--- config.mk ---
export PLATFORM = sky130hd
export DESIGN_NAME = sram_port_arbiter_flat
export DESIGN_NICKNAME = d
export VERILOG_FILES = /design/src/rtl/sram_port_arbiter_if.sv /design/src/rtl/sram_port_arbiter.sv /design/src/flat_wrapper.sv
export SDC_FILE = /design/constraint.sdc
export NUM_CORES = 1
export LEC_CHECK = 0
export CAP_MARGIN = 20
export CORE_UTILIZATION = 45
export DETAILED_ROUTE_END_ITERATION = 16
export PLACE_DENSITY = 0.95
export SYNTH_ARGS = -nofsm -noshare
export SYNTH_HDL_FRONTEND = slang
export SYNTH_SLANG_ARGS = --single-unit
--- constraint.sdc ---
create_clock -name clk -period 3.7 [get_ports clk]
set_input_delay 0.74 -clock clk [delete_from_list [all_inputs] [get_ports clk]]
set_output_delay 0.74 -clock clk [all_outputs]
set_load 0.05 [all_outputs]
--- src/rtl/sram_port_arbiter_if.sv ---
// One requester-side transaction port of the SRAM arbiter: a request with its
// fields, held until a single-cycle ack that also qualifies the read data.
interface sram_port_arbiter_if #(
    parameter int unsigned ADDR_WIDTH = 9,
    parameter int unsigned DATA_WIDTH = 32,
    parameter int unsigned NUM_WMASKS = 4
);
    logic                  req;
    logic                  we;
    logic [NUM_WMASKS-1:0] wmask;
    logic [ADDR_WIDTH-1:0] addr;
    logic [DATA_WIDTH-1:0] wdata;
    logic                  ack;
    logic [DATA_WIDTH-1:0] rdata;

    modport master (output req, we, wmask, addr, wdata, input ack, rdata);
    modport slave  (input req, we, wmask, addr, wdata, output ack, rdata);
endinterface

--- src/rtl/sram_port_arbiter.sv ---
// Round-robin arbiter/sequencer sharing one SRAM read/write port between
// requester ports A and B; every SRAM pin and ack/rdata output is registered.
module sram_port_arbiter #(
    parameter int unsigned ADDR_WIDTH = 9,
    parameter int unsigned DATA_WIDTH = 32,
    parameter int unsigned NUM_WMASKS = 4
) (
    input  logic                  clk,
    input  logic                  resetn,
    sram_port_arbiter_if.slave    a,
    sram_port_arbiter_if.slave    b,
    output logic                  csb0,
    output logic                  web0,
    output logic [NUM_WMASKS-1:0] wmask0,
    output logic [ADDR_WIDTH-1:0] addr0,
    output logic [DATA_WIDTH-1:0] din0,
    input  logic [DATA_WIDTH-1:0] dout0
);

    typedef enum logic [1:0] {IDLE, CMD, RWAIT, RESP} state_t;

    localparam logic PORT_A = 1'b0;
    localparam logic PORT_B = 1'b1;

    state_t state;
    logic   rr;
    logic   gnt;
    logic   lat_we;

    logic                  any_req;
    logic                  take_b;
    logic                  sel_we;
    logic [NUM_WMASKS-1:0] sel_wmask;
    logic [ADDR_WIDTH-1:0] sel_addr;
    logic [DATA_WIDTH-1:0] sel_wdata;

    // Grant selection: a lone requester wins, otherwise rr breaks the tie.
    always_comb begin
        any_req   = a.req | b.req;
        take_b    = b.req & (~a.req | (rr == PORT_B));
        sel_we    = take_b ? b.we    : a.we;
        sel_wmask = take_b ? b.wmask : a.wmask;
        sel_addr  = take_b ? b.addr  : a.addr;
        sel_wdata = take_b ? b.wdata : a.wdata;
    end

    // The SRAM pin registers double as the latched command, so CMD drives them directly.
    always_ff @(posedge clk or negedge resetn) begin
        if (!resetn) begin
            state   <= IDLE;
            rr      <= PORT_A;
            gnt     <= PORT_A;
            lat_we  <= 1'b0;
            csb0    <= 1'b1;
            web0    <= 1'b1;
            wmask0  <= '0;
            addr0   <= '0;
            din0    <= '0;
            a.ack   <= 1'b0;
            b.ack   <= 1'b0;
            a.rdata <= '0;
            b.rdata <= '0;
        end else begin
            case (state)
                IDLE: begin
                    if (any_req) begin
                        gnt    <= take_b;
                        lat_we <= sel_we;
                        addr0  <= sel_addr;
                        state  <= CMD;
                        if (!sel_we) begin
                            csb0 <= 1'b0;
                        end else if (sel_wmask != '0) begin
                            csb0   <= 1'b0;
                            web0   <= 1'b0;
                            wmask0 <= sel_wmask;
                            din0   <= sel_wdata;
                        end
                    end
                end
                CMD: begin
                    csb0   <= 1'b1;
                    web0   <= 1'b1;
                    wmask0 <= '0;
                    if (lat_we) begin
                        state <= RESP;
                        if (gnt == PORT_B) b.ack <= 1'b1;
                        else               a.ack <= 1'b1;
                    end else begin
                        state <= RWAIT;
                    end
                end
                RWAIT: begin
                    state <= RESP;
                    if (gnt == PORT_B) begin
                        b.rdata <= dout0;
                        b.ack   <= 1'b1;
                    end else begin
                        a.rdata <= dout0;
                        a.ack   <= 1'b1;
                    end
                end
                RESP: begin
                    a.ack <= 1'b0;
                    b.ack <= 1'b0;
                    rr    <= ~gnt;
                    state <= IDLE;
                end
                default: state <= IDLE;
            endcase
        end
    end

endmodule

--- src/flat_wrapper.sv ---
// flat-port wrapper written by rule: the top's interface ports become plain ports
module sram_port_arbiter_flat 
#(
    parameter int unsigned ADDR_WIDTH = 9,
    parameter int unsigned DATA_WIDTH = 32,
    parameter int unsigned NUM_WMASKS = 4
)
  (clk, resetn, csb0, web0, wmask0, addr0, din0, dout0, a_req, a_we, a_wmask, a_addr, a_wdata, a_ack, a_rdata, b_req, b_we, b_wmask, b_addr, b_wdata, b_ack, b_rdata);
  sram_port_arbiter_if #(.ADDR_WIDTH(ADDR_WIDTH), .DATA_WIDTH(DATA_WIDTH), .NUM_WMASKS(NUM_WMASKS)) a_i ();
  sram_port_arbiter_if #(.ADDR_WIDTH(ADDR_WIDTH), .DATA_WIDTH(DATA_WIDTH), .NUM_WMASKS(NUM_WMASKS)) b_i ();
  input  logic clk;
  input  logic resetn;
  output logic csb0;
  output logic web0;
  output logic [NUM_WMASKS-1:0] wmask0;
  output logic [ADDR_WIDTH-1:0] addr0;
  output logic [DATA_WIDTH-1:0] din0;
  input  logic [DATA_WIDTH-1:0] dout0;
  input wire logic [$bits(a_i.req)-1:0] a_req;
  input wire logic [$bits(a_i.we)-1:0] a_we;
  input wire logic [$bits(a_i.wmask)-1:0] a_wmask;
  input wire logic [$bits(a_i.addr)-1:0] a_addr;
  input wire logic [$bits(a_i.wdata)-1:0] a_wdata;
  output wire logic [$bits(a_i.ack)-1:0] a_ack;
  output wire logic [$bits(a_i.rdata)-1:0] a_rdata;
  input wire logic [$bits(b_i.req)-1:0] b_req;
  input wire logic [$bits(b_i.we)-1:0] b_we;
  input wire logic [$bits(b_i.wmask)-1:0] b_wmask;
  input wire logic [$bits(b_i.addr)-1:0] b_addr;
  input wire logic [$bits(b_i.wdata)-1:0] b_wdata;
  output wire logic [$bits(b_i.ack)-1:0] b_ack;
  output wire logic [$bits(b_i.rdata)-1:0] b_rdata;
  assign a_i.req = a_req;
  assign a_i.we = a_we;
  assign a_i.wmask = a_wmask;
  assign a_i.addr = a_addr;
  assign a_i.wdata = a_wdata;
  assign a_ack = a_i.ack;
  assign a_rdata = a_i.rdata;
  assign b_i.req = b_req;
  assign b_i.we = b_we;
  assign b_i.wmask = b_wmask;
  assign b_i.addr = b_addr;
  assign b_i.wdata = b_wdata;
  assign b_ack = b_i.ack;
  assign b_rdata = b_i.rdata;
  sram_port_arbiter #(.ADDR_WIDTH(ADDR_WIDTH), .DATA_WIDTH(DATA_WIDTH), .NUM_WMASKS(NUM_WMASKS)) u_core (.clk(clk), .resetn(resetn), .a(a_i), .b(b_i), .csb0(csb0), .web0(web0), .wmask0(wmask0), .addr0(addr0), .din0(din0), .dout0(dout0));
endmodule
Word-level counts from Yosys, hierarchy flattened --
Index checks and enable logic that the tools add are counted.
Cells by class: eq/ne operators 8, mux-type cells 24, bitwise logic cells 5, reduce and logical (&&, ||, !) cells 11
Operator list (number):
- $mux W32 | 1
- $mux W4 | 4
- $mux W1 | 11
- $mux W9 | 1
- $ne A2 B1 Y1 const B | 4
- $pmux W2 S4 | 1
- $pmux W4 S2 | 1
- $reduce_and A2 Y1 | 4
- $reduce_and A4 Y1 | 2
- $pmux W1 S3 | 2
- $eq A2 B2 Y1 const B | 2
- $pmux W1 S2 | 2
- $reduce_bool A4 Y1 | 1
- $ne A3 B3 Y1 const B | 1
- $reduce_and A3 Y1 | 1
- $reduce_bool A3 Y1 | 1
- $eq A2 B1 Y1 const B | 1
- $logic_not A2 Y1 | 1
- $mux W2 | 1
- $not A1 Y1 | 2
- $or A1 B1 Y1 | 2
- $reduce_bool A2 Y1 | 1
- $and A1 B1 Y1 | 1
Storage, ports and cells: register bits 118, input port bits 128, output and inout port bits 113, word-level logic and storage cells 61

Logic depth before layout (Yosys ltp) --
Gate-level depths: netlist of the first run.
depth in word-level cells 9, depth in mapped cells 6, mapped depth without buffers 6

Least setup slack after synthesis of the first run --
OpenSTA, ideal clock, no wires.
kind in2reg, start input port a_req, end register u_core.din0[0], library setup time 0.125 ns, arrival time 1.987 ns, required time 3.575 ns, setup slack 1.587 ns, stages on the path 5, path buffers 1, path through nand2b_1 -> nand2_2 -> buf_1 -> mux2_2 -> mux2_4
On the way: longest elaborated chain between the ends 6, elaborated cells on any way between the ends 9, classes of those cells mux (3); bitwise (4); reduce/logical (2)
Ends and longest elaborated chain:
- start, declared | RTL line flat_wrapper.sv:19 | input wire logic [$bits(a_i.req)-1:0] a_req;
- $not A1 Y1 | RTL line sram_port_arbiter.sv:40 | take_b = b.req & (~a.req | (rr == PORT_B));
- $or A1 B1 Y1 | RTL line sram_port_arbiter.sv:40
- $and A1 B1 Y1 | RTL line sram_port_arbiter.sv:40
- $mux W4 | RTL line sram_port_arbiter.sv:42 | sel_wmask = take_b ? b.wmask : a.wmask;
- $reduce_bool A4 Y1 | RTL line sram_port_arbiter.sv:73 | end else if (sel_wmask != '0) begin
- $reduce_and A4 Y1 (no source line)
- end signal, assigned | RTL line sram_port_arbiter.sv:77 | din0 <= sel_wdata;
- end, declared | RTL line sram_port_arbiter.sv:16 | output logic [DATA_WIDTH-1:0] din0,
Several ways; a longest one is shown, not always the timed one. A chain may end at the register's enable or synchronous reset.

Final worst setup path of the first run --
start input port b_req, end register u_core.din0[29]
On the way: longest elaborated chain between the ends 4, elaborated cells on any way between the ends 7, classes of those cells mux (3); bitwise (2); reduce/logical (2)
Ends and longest elaborated chain:
- start, declared | RTL line flat_wrapper.sv:26 | input wire logic [$bits(b_i.req)-1:0] b_req;
- $and A1 B1 Y1 | RTL line sram_port_arbiter.sv:40
- $mux W4 | RTL line sram_port_arbiter.sv:42
- $reduce_bool A4 Y1 | RTL line sram_port_arbiter.sv:73
- $reduce_and A4 Y1 (no source line)
Several ways; a longest one is shown, not always the timed one.

==> flow_summary.toml, run 1 <==
[clock_tree]
postCtsHoldBufs = 0
cts_buffer_depth = 2
postCtsSetupBuffers = 0
ctsResizeCount = 0
htreeDepth = 4
path_clk_slew_ns = 0.06
cts_inserted_buffers = 17
cts_sinks = 118
insertion_delay_ns = 0.40
cts_root_buffer = "clkbuf_16"
tritoncts = "yes"

[pwr]
swShare = 0.4577
power.switching_mw = 4.110
internal_power_mw = 4.870
p_per_area_nw_per_um2 = 1076
p_comb_frac = 0.569
ir_worst_vdd_v = 0.0007164
pwr-share-clk = 0.172
pwr-share-seq = 0.259
leakage_nw = 3.525

[timing]
drv_slew = 0
fin_crit_sh = 0.7117
finalHoldViolations = 0
layout_setup_ws_ns = 1.067
setup_tns_ns = 0
post-route-min-period_ns = 2.633
worst_slew_pin_slew_ns = 0.7970
rsz0062_at_grt = "no"
setup_viol = 0
fmax_mhz = 379.7
skew_ns = 0.01304
max_slew_margin = 0.4668

[yosys]
synth-warning-count = 0
synth.avg_cell_area_um2 = 15.01
synth_edf_count = 0
netlist_instances = 351
synthArstFlopShare = 1.000
synth_seq_cells = 118
syn_area_um2 = 5269
synth_seq_area_share = 0.5609
synth_flop_cell = "dfrtp_1"
synth_fp_nets = 484
yosysUniqueCellTypes = 35

[floorplanning]
die_width_um = 110.2
coreArea_um2 = 11420
die-height_um = 110.2
initial_core_util = 0.4614
fp-row-count = 39
die_area_um2 = 12150
io_pins = 241

[setup_path]
arrival_ns = 2.91
cp_max_fo = 37
start_kind = "input pin"
crit_required_ns = 3.98
timing.setup.critical_path_class = "in2reg"
end_kind = "register"
path_cells = "clkdlybuf4s50_1 > inv_1 > o21ai_2 > and4_4 > mux2_2"
critPathMaxStageDelay_ns = 0.71
crit_slowest_cell = "and4_4"

[global_routing]
grt_max_degree = 64
grt-ovfl-total = 0
grt_pass1_wl_um = 20510
grt_usage = 0.2234
grt_pass1_vias = 4118
antenna_found_initial = 0

[layout]
final_layout_size_suffix_gt1_frac = 0.2974
fillers = 752
fin_nets = 732
area_growth_pct = 58.32
num_antenna_cells = 0

[place]
place_hpwl_um = 9865
port_buffers = 240
place.gp.congestion = 0.7580
pre_cts_slack_ns = 0.6940

[drt]
vias = 3850
antenna_left = 0
via_per_inst = 5.099
drt_iter0_drc = 107
drc_errors = 0
wire_per_inst_um = 17.92
wl_um = 13530
first_pass_iters = 4

[status]
outcome = "complete, no violations"

[min_path]
hold_class = "in2async"

[run]
drv_cap = 0
[cells by family after synthesis]
logic type                 Yosys count  synth area share
muxes                              142            0.3182
and+or+nand+nor                     24           0.02707
DFF                                118            0.5609
adders and majority gates            5           0.01187
AOI/OAI and AO/OA                   37           0.05201
buffers and inverters               25           0.02992
[per-stage QoR]
step	hold WS [ns]	cells	instance area, µm²	util	power [mW]
after floorplan	0.4444	351	5269	-	5.714
after global placement	0.4615	723	7777	0.6811	7.295
after detailed placement	0.4797	723	7777	0.6811	7.457
after CTS	0.4111	755	8342	0.7306	9.042
after global routing	0.4426	755	8342	0.7306	9.337
final	0.3872	755	8342	0.7306	8.980
[per-layer routing]
layer | track usage | vias up | part of all wire
met5 | 0 | - | 0
met4 | 0.09023 | 0 | 0.024
li1 | - | 1769 | -
met1 | 0.2361 | 1892 | 0.37
met3 | 0.05526 | 28 | 0.064
met2 | 0.4219 | 161 | 0.55
[final cells by class]
cell class	count	area, µm²	area share
flip-flops and latches	118	2955	0.3543
repair buffers	246	2457	0.2946
multi-input cells	208	2156	0.2584
clock buffers	18	439.2	0.05265
well taps	143	178.9	0.02145
clock inverters	14	125.1	0.01500
inverters	8	30.03	0.003600
[final timing paths]
check	depth (start not counted)	endpoint	slack (ns)	from
hold / removal	1	u_core.din0[23]$_DFFE_PN0P_	0.39	resetn
hold reg to reg	2	u_core.web0$_DFFE_PN1P_	0.49	u_core.web0$_DFFE_PN1P_
max in group asynchronous	2	u_core.csb0$_DFFE_PN1P_	2.49	resetn
setup / recovery	5	u_core.din0[29]$_DFFE_PN0P_	1.07	b_req
min in group clk	2	u_core.web0$_DFFE_PN1P_	0.49	u_core.web0$_DFFE_PN1P_
setup reg to reg	4	u_core.din0[29]$_DFFE_PN0P_	1.51	u_core.state[0]$_DFFE_PN0P_
[sequential cells by signal, indices dropped and copies added, names as in the netlist]
signal and flops:
u_core.a.ack 1, u_core.a.rdata 32, u_core.addr0 9, u_core.b.ack 1, u_core.b.rdata 32, u_core.csb0 1, u_core.din0 32, u_core.gnt 1
u_core.lat_we 1, u_core.rr 1, u_core.state 2, u_core.web0 1, u_core.wmask0 4
[power by group through the flow]
stage / registers (mW) / logic (mW) / clock network, mW
2_1_floorplan: 4.46 / 1.25 / 0
3_3_place_gp: 2.29 / 5.01 / 0
3_5_place_dp: 2.34 / 5.12 / 0
4_1_cts: 2.33 / 5.15 / 1.57
5_1_grt: 2.40 / 5.32 / 1.62
6_report: 2.33 / 5.11 / 1.54
[placed cells by master (no fill, tap or decap), types with 4 or more instances in the layout]
cell and instances:
a21oi_1 6, a221oi_2 4, a41oi_1 4, buf_4 6, clkbuf_16 17, clkdlybuf4s50_1 239, clkinv_2 4, dfrtp_1 116
ha_1 5, inv_1 8, mux2_2 104, mux2_4 25, mux2i_1 13, nand2_1 15, o21ai_0 12
[synth_stat cells (all sizes together), types with 2 or more instances]
cell	number	area, µm²
mux2	129	1546
dfrtp	116	2903
nand2	16	62.56
buf	14	116.4
o21ai	14	73.82
mux2i	13	130.1
inv	8	30.03
a21oi	6	30.03
ha	5	62.56
a221oi	4	60.06
a41oi	4	35.03
clkbuf	3	11.26
dfstp	2	52.55
nor4	2	33.78
o2bb2ai	2	17.52
[critical path, delay by kind of cell]
kind / cells / cell delay, ns
simple gates: 1 / 0.71
buf+inv: 2 / 0.74
compound gates: 1 / 0.29
mux: 1 / 0.40
(Power assumes the default switching activity.)
==> inputs of run 2 (changes only) <==
CORE_UTILIZATION = 42   (was 45)
PLACE_DENSITY = 0.92   (was 0.95)
clock period = 2.5 ns   (was 3.7 ns; I/O delays follow)
==> run 2 against run 1 <==
Net effect:
- clock skew shrank 0.0048 ns
- non-clock buffer count up 9
- clock power grew 86%
- global-route usage up 0.26 points
- total power grew 55%
- critical path type is now reg2out
- largest power group unchanged
==> flow_summary.toml, run 2 (synthesis gave the netlist of run 1 again) <==
[timing]
fmax_mhz = 443.2
setup_tns_ns = 0
rsz0062_at_grt = "no"
layout_setup_ws_ns = 0.2437
worst_slew_pin_slew_ns = 0.5540
finalHoldViolations = 0
setup_viol = 0
max_slew_margin = 0.6295
skew_ns = 0.008251
drv_slew = 0
fin_crit_sh = 0.9025
post-route-min-period_ns = 2.256

[global_routing]
grt_pass1_vias = 4360
grt-ovfl-total = 0
antenna_found_initial = 0
grt_usage = 0.2260
grt_pass1_wl_um = 22120
grt_max_degree = 60

[clock_tree]
path_clk_slew_ns = 0.06
cts_inserted_buffers = 17
cts_root_buffer = "clkbuf_16"
htreeDepth = 4
tritoncts = "yes"
insertion_delay_ns = 0.41
ctsResizeCount = 0
postCtsSetupBuffers = 0
cts_buffer_depth = 2
cts_sinks = 118

[drt]
wire_per_inst_um = 17.90
via_per_inst = 4.946
drt_iter0_drc = 155
drc_errors = 0
wl_um = 14130
first_pass_iters = 4
vias = 3902
antenna_left = 0

[setup_path]
critPathMaxStageDelay_ns = 0.82
crit_required_ns = 2.00
end_kind = "output pin"
arrival_ns = 1.76
path_cells = "clkdlybuf4s50_1"
path_buf_inv = 1
timing.setup.critical_path_class = "reg2out"
start_kind = "register"
critPathTopFamily = "buffers and inverters"
crit_slowest_cell = "clkdlybuf4s50_1"
cp_max_fo = 2

[floorplanning]
io_pins = 241
die-height_um = 114.0
die_area_um2 = 13000
die_width_um = 114.0
coreArea_um2 = 12110
fp-row-count = 40
initial_core_util = 0.4350

[pwr]
internal_power_mw = 7.824
p_comb_frac = 0.547
pwr-share-seq = 0.247
swShare = 0.4389
power.switching_mw = 6.121
pwr-share-clk = 0.205
ir_worst_vdd_v = 0.0008247
leakage_nw = 3.630
p_per_area_nw_per_um2 = 1621

[place]
port_buffers = 240
place_hpwl_um = 10250
place.gp.congestion = 0.8110
dpl.cell_count = 756
pre_cts_slack_ns = 0.08925

[layout]
final_cells = 789
area_growth_pct = 63.31
final_cell_mix = "clkdlybuf4s50_1, dfrtp_1, mux2_2, mux2_4, clkbuf_16"
final_layout_size_suffix_gt1_frac = 0.3060
fin_nets = 741
top_regs = "u_core.a.rdata: 32 flops, u_core.b.rdata: 32 flops, u_core.din0: 32 flops"
num_antenna_cells = 0
layout_commonest_cell = "clkdlybuf4s50_1"

[min_path]
hold_class = "reg2reg"

[status]
outcome = "complete, no violations"

[run]
drv_cap = 0
## run 2: power by group through the flow
stage	Sequential, mW	Combinational [mW]	Clock [mW]
floorplan	6.61	1.85	0
global placement	3.39	7.46	0
detailed placement	3.46	7.63	0
CTS	3.46	7.68	2.91
global route	3.56	7.92	3.01
finish	3.45	7.63	2.86
## run 2: metal layers
layer  track usage  up-vias  part of all wire
li1              -     1783                 -
met1        0.2350     1943              0.36
met2        0.4214      145              0.55
met3       0.06111       31             0.054
met4        0.1030        0             0.030
met5             0        -                 0
## run 2: metrics by stage
step	hold slack (ns)	util	power, mW	instance area, µm²
after floorplan	0.2044	-	8.456	5269
final	0.4870	0.7104	13.95	8605
after global routing	0.5013	0.7104	14.49	8605
after CTS	0.4876	0.7104	14.04	8605
after global placement	0.4071	0.6518	10.85	7894
after detailed placement	0.4137	0.6518	11.09	7894
## run 2: final timing paths
| check | to | depth (start not counted) | slack, ns | start |
|---|---|---|---|---|
| setup / recovery | web0 | 1 | 0.24 | u_core.web0$_DFFE_PN1P_ |
| min in group asynchronous | u_core.din0[19]$_DFFE_PN0P_ | 2 | 0.55 | resetn |
| max in group asynchronous | u_core.b.rdata[24]$_DFFE_PN0P_ | 3 | 1.12 | resetn |
| setup reg to reg | u_core.din0[12]$_DFFE_PN0P_ | 5 | 0.57 | u_core.state[0]$_DFFE_PN0P_ |
| hold reg to reg | u_core.csb0$_DFFE_PN1P_ | 1 | 0.49 | u_core.csb0$_DFFE_PN1P_ |
| hold / removal | u_core.csb0$_DFFE_PN1P_ | 1 | 0.49 | u_core.csb0$_DFFE_PN1P_ |
## run 2: final cells by class
class / count / area, µm²
Fill cell: 822 / 3507
Sequential cell: 118 / 2955
Timing Repair Buffer: 255 / 2552
Multi-Input combinational cell: 208 / 2156
Clock buffer: 17 / 425.4
Clock inverter: 15 / 275.3
Tap cell: 168 / 210.2
Inverter: 8 / 30.03
## run 2: repair_timing
action / 4_1_cts / 5_1_grt
endpoints found under the setup margin: 0 / 0
hold buffers: 1 / 0
hold endpoints to repair: 18 / 0
==> inputs of run 3 (changes only) <==
HOLD_SLACK_MARGIN = 0.06   (was not set)
==> results of run 3 <==
No change in the layout: final DEF, timing and power equal those of run 2.
